File: src/rtl/reversal_controller.sv
// Purpose: loads a message of up to 2^ADDR_W bytes into message memory and replays it back-to-front through the bit-reverse unit.
// Latency: one byte per cycle in LOAD; each output byte takes RD_ISSUE + RD_WAIT + OUT (3 cycles at default latencies).
// Backpressure: in_ready only in LOAD; out_byte is held stable while out_valid is high and out_ready is low.
module reversal_controller #(
    parameter int ADDR_W  = 4,
    parameter int DATA_W  = 8,
    parameter int MEM_LAT = 1,
    parameter int REV_LAT = 1
) (
    input  logic              clk,
    input  logic              reset_n,
    input  logic              start,
    input  logic [ADDR_W:0]   msg_len,
    input  logic              in_valid,
    input  logic [DATA_W-1:0] in_byte,
    output logic              in_ready,
    output logic [ADDR_W-1:0] mem_addr,
    output logic              mem_we,
    output logic [DATA_W-1:0] mem_wdata,
    input  logic [DATA_W-1:0] mem_rdata,
    output logic [DATA_W-1:0] rev_in,
    input  logic [DATA_W-1:0] rev_out,
    output logic              out_valid,
    output logic [DATA_W-1:0] out_byte,
    input  logic              out_ready,
    output logic              busy,
    output logic              done
);

    typedef enum logic [2:0] {IDLE, LOAD, RD_ISSUE, RD_WAIT, OUT, DONE} state_t;

    // Longest message the memory can hold; longer requests are clamped to it.
    localparam logic [ADDR_W:0] MAX_LEN   = {1'b1, {ADDR_W{1'b0}}};
    localparam logic [ADDR_W:0] ONE       = (ADDR_W + 1)'(1);
    // Remaining read-path cycles after the issue edge.
    localparam logic [3:0]      WAIT_INIT = 4'(MEM_LAT + REV_LAT - 1);

    logic              rst_meta_q, rst_sync_q;
    state_t            state_q, state_d;
    logic [ADDR_W:0]   len_q, len_d;
    logic [ADDR_W:0]   cnt_q, cnt_d;
    logic [ADDR_W-1:0] ptr_q, ptr_d;
    logic [3:0]        wait_q, wait_d;
    logic [DATA_W-1:0] out_byte_q, out_byte_d;
    logic [ADDR_W-1:0] addr_q, addr_d;

    // Reset synchronizer: asserts asynchronously, releases two clocks after reset_n rises.
    always_ff @(posedge clk or negedge reset_n) begin
        if (!reset_n) begin
            rst_meta_q <= 1'b0;
            rst_sync_q <= 1'b0;
        end else begin
            rst_meta_q <= 1'b1;
            rst_sync_q <= rst_meta_q;
        end
    end

    // State and datapath registers.
    always_ff @(posedge clk or negedge rst_sync_q) begin
        if (!rst_sync_q) begin
            state_q    <= IDLE;
            len_q      <= '0;
            cnt_q      <= '0;
            ptr_q      <= '0;
            wait_q     <= '0;
            out_byte_q <= '0;
            addr_q     <= '0;
        end else begin
            state_q    <= state_d;
            len_q      <= len_d;
            cnt_q      <= cnt_d;
            ptr_q      <= ptr_d;
            wait_q     <= wait_d;
            out_byte_q <= out_byte_d;
            addr_q     <= addr_d;
        end
    end

    // Next-state and output decode; mem_addr keeps its last value unless a state drives it.
    always_comb begin
        state_d    = state_q;
        len_d      = len_q;
        cnt_d      = cnt_q;
        ptr_d      = ptr_q;
        wait_d     = wait_q;
        out_byte_d = out_byte_q;
        addr_d     = addr_q;
        mem_we     = 1'b0;
        mem_wdata  = '0;
        rev_in     = '0;
        in_ready   = 1'b0;
        out_valid  = 1'b0;
        done       = 1'b0;
        case (state_q)
            IDLE: begin
                if (start) begin
                    cnt_d   = '0;
                    len_d   = (msg_len > MAX_LEN) ? MAX_LEN : msg_len;
                    state_d = (msg_len == '0) ? DONE : LOAD;
                end
            end
            LOAD: begin
                in_ready = 1'b1;
                if (in_valid) begin
                    mem_we    = 1'b1;
                    addr_d    = cnt_q[ADDR_W-1:0];
                    mem_wdata = in_byte;
                    cnt_d     = cnt_q + ONE;
                    // Last byte written: start reading from its address.
                    if (cnt_q == len_q - ONE) begin
                        ptr_d   = cnt_q[ADDR_W-1:0];
                        state_d = RD_ISSUE;
                    end
                end
            end
            RD_ISSUE: begin
                addr_d  = ptr_q;
                wait_d  = WAIT_INIT;
                state_d = RD_WAIT;
            end
            RD_WAIT: begin
                rev_in = mem_rdata;
                if (wait_q <= 4'd1) begin
                    out_byte_d = rev_out;
                    state_d    = OUT;
                end else begin
                    wait_d = wait_q - 4'd1;
                end
            end
            OUT: begin
                out_valid = 1'b1;
                if (out_ready) begin
                    // Test for the lowest address before decrementing so ptr never wraps.
                    if (ptr_q == '0) begin
                        state_d = DONE;
                    end else begin
                        ptr_d   = ptr_q - 1'b1;
                        state_d = RD_ISSUE;
                    end
                end
            end
            DONE: begin
                done    = 1'b1;
                state_d = IDLE;
            end
            default: state_d = IDLE;
        endcase
    end

    assign mem_addr = addr_d;
    assign out_byte = out_byte_q;
    assign busy     = (state_q != IDLE);

endmodule

File: config.mk
export PLATFORM = sky130hd
export DESIGN_NAME = reversal_controller
export DESIGN_NICKNAME = d
export VERILOG_FILES = /design/src/rtl/reversal_controller.sv
export SDC_FILE = /design/constraint.sdc
export NUM_CORES = 1
export LEC_CHECK = 0
export ABC_CLOCK_PERIOD_IN_PS = 3650
export CORE_UTILIZATION = 60
export DETAILED_ROUTE_END_ITERATION = 7
export DONT_BUFFER_PORTS = 1
export PLACE_DENSITY = 0.73
export SLEW_MARGIN = 5
export SYNTH_ARGS = -nofsm -noshare
export SYNTH_HDL_FRONTEND = slang
export SYNTH_SLANG_ARGS = --single-unit
File: constraint.sdc
create_clock -name clk -period 3.65 [get_ports clk]
set_input_delay 0.73 -clock clk [delete_from_list [all_inputs] [get_ports clk]]
set_output_delay 0.73 -clock clk [all_outputs]
set_load 0.03 [all_outputs]
-- After elaboration in Yosys (flattened, before gate mapping)
Index checks and enable logic that the tools add are counted.
- flip-flop bits (word level): 35
- input port bits: 34
- order comparisons: 2
- muxes and demuxes: 29
- reduce and logical (&&, ||, !) cells: 13
- equality and inequality tests: 13
- add/sub/neg operators: 4
- operator list (kind ; number):
    $mux W4 ; 6
    $mux W8 ; 3
    $pmux W4 S2 ; 3
    $mux W3 ; 7
    $mux W5 ; 3
    $pmux W3 S5 ; 1
    $ne A2 B2 Y1 const B ; 7
    $pmux W5 S2 ; 1
    $reduce_and A5 Y1 ; 2
    $sub A4 B1 Y4 const B ; 2
    $eq A3 B2 Y1 const B ; 2
    $eq A3 B3 Y1 const B ; 2
    $reduce_and A2 Y1 ; 3
    $reduce_bool A2 Y1 ; 3
    $add A5 B1 Y5 const B ; 1
    $eq A5 B5 Y1 ; 1
    $gt A5 B5 Y1 const B ; 1
    $logic_not A5 Y1 ; 1
    $mux W1 ; 5
    $sub A5 B1 Y5 const B ; 1
    $le A4 B1 Y1 const B ; 1
    $logic_not A4 Y1 ; 1
    $eq A3 B1 Y1 const B ; 1
    $logic_not A3 Y1 ; 1
    2 further kinds ; 2

-- Depth between registers and ports, before layout
- depth in word-level cells: 5
- depth in mapped cells: 7
- mapped depth without buffers: 7

-- Worst setup path after synthesis
No wires, ideal clock.
- path type: input -> output
- start: in in_valid
- end: out mem_addr[0]
- buffers on the path: 2
- arrival time: 1.940 ns
- cell stages on the path: 6
- path slack: 0.980 ns
- cell sequence: clkbuf_1 and2_1 clkbuf_1 nor2_1 nand2_1 nand2_1
- cells in the longest elaborated chain, start to end: 2
- ends and longest elaborated chain (element ; line ; text):
    start: declaration ; 14 ; input logic in_valid,
    $mux W4 ; 104 ; if (in_valid) begin
    $pmux W4 S2 ; 94 ; case (state_q)
    end: declaration ; 17 ; output logic [ADDR_W-1:0] mem_addr,
No other way between the ends.

-- Worst setup path in the final report
- start: reg state_q[0]
- end: out mem_addr[1]
- cells in the longest elaborated chain, start to end: 2
- elaborated cells on any way between the ends: 3
- ends and longest elaborated chain (element ; line ; text):
    start: declaration ; 39 ; state_t state_q, state_d;
    start signal: assignment ; 69 ; state_q <= state_d;
    $eq A3 B2 Y1 / $eq A3 B1 Y1 (equally long branches) ; 94 ;
    $pmux W4 S2 (*) ; 94 ;
Every way passes the cells marked *; elsewhere a longest branch is shown, timed or not.

==> out/metrics.yaml <==
dr_total_vias: 1528
max_slew_margin: 0.587
synthArstFlopShare: 1.00
coreArea_sq_um: 3130
multiInputGateArea_sq_um: 1060
place.gp.congestion: 0.860
ant_nets: 0
synth_mux_area_frac: 0.0621
max_cap_viol_count: 0
synth_top_area_share: 0.435
tns_ns: 0
start_kind: "flip-flop"
gr-usage-all-layers: 0.251
yosysWarnings: 0
yosys.area_share.simple: 0.261
drive_gt1_frac: 0.131
hold_violations: 0
path_max_fanout: 14
synth_top_family_by_area: "simple AND/OR/NAND/NOR gates"
cellPowerDensity_nw_per_um2: 883
io_pins: 67
reg2reg_depth: 7
drt_iter0_drc: 76
yosysTopAreaCell: "dfrtp_1"
synthAdderAreaFrac: 0.0310
syn_area_sq_um: 2020
cts_tree: "done"
grt_max_degree: 24
finalInstanceArea_sq_um: 2130
rsz0062_at_grt: "no"
timing.final.crit_share: 0.803
fillers: 252
num_antenna_cells: 0
synth_compound_area_frac: 0.130
yosysMostFrequentCell: "dfrtp_1"
final_max_slew_viol_count: 0
root_buffer: "clkbuf_4"
tightest_slew_ns: 0.615
vdd_drop_max_mv: 0.703
leakagePower_nw: 0.987
crit_required_ns: 2.92
grt_pass1_vias: 1493
start_util: 0.644
synth_seq_cells: 35
fp.dieH_microns: 60.0
dp_hpwl_microns: 3260
clock_sinks: 35
synthFlopType: "dfrtp_1"
antenna_found_initial: 0
yosysUniqueCellTypes: 44
post_cts.repair.setup_buffers: 0
synth_edf_count: 0
synth_commonest_cells: "35 x dfrtp_1, 23 x nand2_1, 14 x nor2_1"
rows: 20
synthesis.nets: 252
place_area_sq_um: 2050
drt_pass1_iterations: 4
setup_viol: 0
path_clk_slew_ns: 0.10
grt_overflow: 0
synth_cells: 213
cts-htree-levels: 2
clockBufferDepth: 2
ys_seq_area_frac: 0.435
crit_type: "reg2out"
seqCellArea_sq_um: 876
crit_arrival_ns: 2.20
die_area_sq_um: 3600
numCtsBuffers: 5
grt_pass1_wl_microns: 6480
remaining_drc_errors: 0
status: "completed"
port-buffer-count: 0
avgSynthCellArea_sq_um: 9.46
hp-class: "in2async"
avgViaCountPerCell: 5.95
ys_top_cells_by_area: "dfrtp_1 43%, mux2_2 4.5%, nand2_1 4.3%"
power.total_w: 0.00188
skew_ns: 0.00284
hold_buffers: 0
area_delta_synth_final_pct: 5.84
fmax_ghz: 0.341
synth_xor_area_frac: 0.0391
nNetsFinal: 251
min_period_ns: 2.93
drt-total-wl_microns: 4160
cts_resized: 0
wire_per_inst_microns: 16.2
die_x_microns: 60.0
clock_latency_ns: 0.34
cp-end-kind: "output port"
metal layers:
metal  track usage  part of all wire  up-vias  wire length, microns
met3        0.0844             0.059        5                   246
li1              -                 -      741                     -
met5             0                 0        -                     0
met2         0.444              0.52       56                  2170
met1         0.283              0.41      726                  1710
met4        0.0764            0.0082        0                    34
cell families after synthesis:
family | count (synthesis)
and+or+nand+nor | 94
AOI/OAI and AO/OA | 37
DFF | 35
buffers and inverters | 21
muxes | 11
xor gates and xnor gates | 9
adders and majority gates | 5
other | 1
path summary, 6_finish.rpt:
kind	from	end	slack [ns]
min reg2reg	rst_sync_q$_DFF_PN0_	cnt_q[2]$_DFFE_PN0P_	0.18
max reg2reg	len_q[0]$_DFFE_PN0P_	ptr_q[1]$_DFFE_PN0P_	1.38
max	state_q[0]$_DFFE_PN0P_	mem_addr[1]	0.72
min in group clk	rst_meta_q$_DFF_PN0_	rst_sync_q$_DFF_PN0_	0.37
max in group asynchronous	rst_sync_q$_DFF_PN0_	ptr_q[2]$_DFFE_PN0P_	2.83
min	reset_n	rst_meta_q$_DFF_PN0_	0.07
worst max-delay path: stages (launching register included):
cell and delay (ns):
dfrtp_1 0.56, nor3b_2 0.25, and2_1 0.53, nor2_1 0.19, nand2_1 0.12, nand2_1 0.22
registers in the layout (all words and copies together), names as in the netlist:
register	cells
ptr_q	4
rst_meta_q	1
rst_sync_q	1
out_byte	8
len_q	5
cnt_q	5
wait_q	4
state_q	3
addr_q	4
layout make-up:
cell class	count	share of cell area
clock buffers	5	0.0176
clock inverters	3	0.0205
inverters	11	0.0194
multi-input cells	157	0.499
flip-flops and latches	35	0.411
well taps	44	0.0258
repair buffers	2	0.00704
where the power goes:
part / switching [W] / total, W / internal [W]
clock: 0.000129 / 0.000273 / 0.000144
combinational: 0.000493 / 0.000823 / 0.000330
sequential: 0.000250 / 0.000788 / 0.000539
total: 0.000871 / 0.00188 / 0.00101
cells in the final DEF (no fill, tap or decap), types with 6 or more instances in the layout:
| cell type | synthesis | routed |
|---|---|---|
| mux2_2 | 8 | 8 |
| nand2b_1 | 6 | 6 |
| o21ai_0 | 10 | 10 |
| nor3_1 | 7 | 7 |
| nor2_1 | 14 | 14 |
| dfrtp_1 | 35 | 35 |
| nand2_1 | 23 | 23 |
| and3_1 | 10 | 10 |
| a21oi_1 | 7 | 7 |
| and2_1 | 12 | 12 |
| inv_1 | 10 | 10 |
metrics by stage:
stage               std cells  setup WS, ns  hold WS [ns]  utilization
floorplan                 213         0.980         0.331            -
global placement          249          1.16         0.173        0.656
detailed placement        249          1.08         0.183        0.656
CTS                       257         0.685        0.0586        0.682
global route              257         0.546        0.0502        0.682
finish                    257         0.717        0.0713        0.682
(Power assumes the default switching activity.)
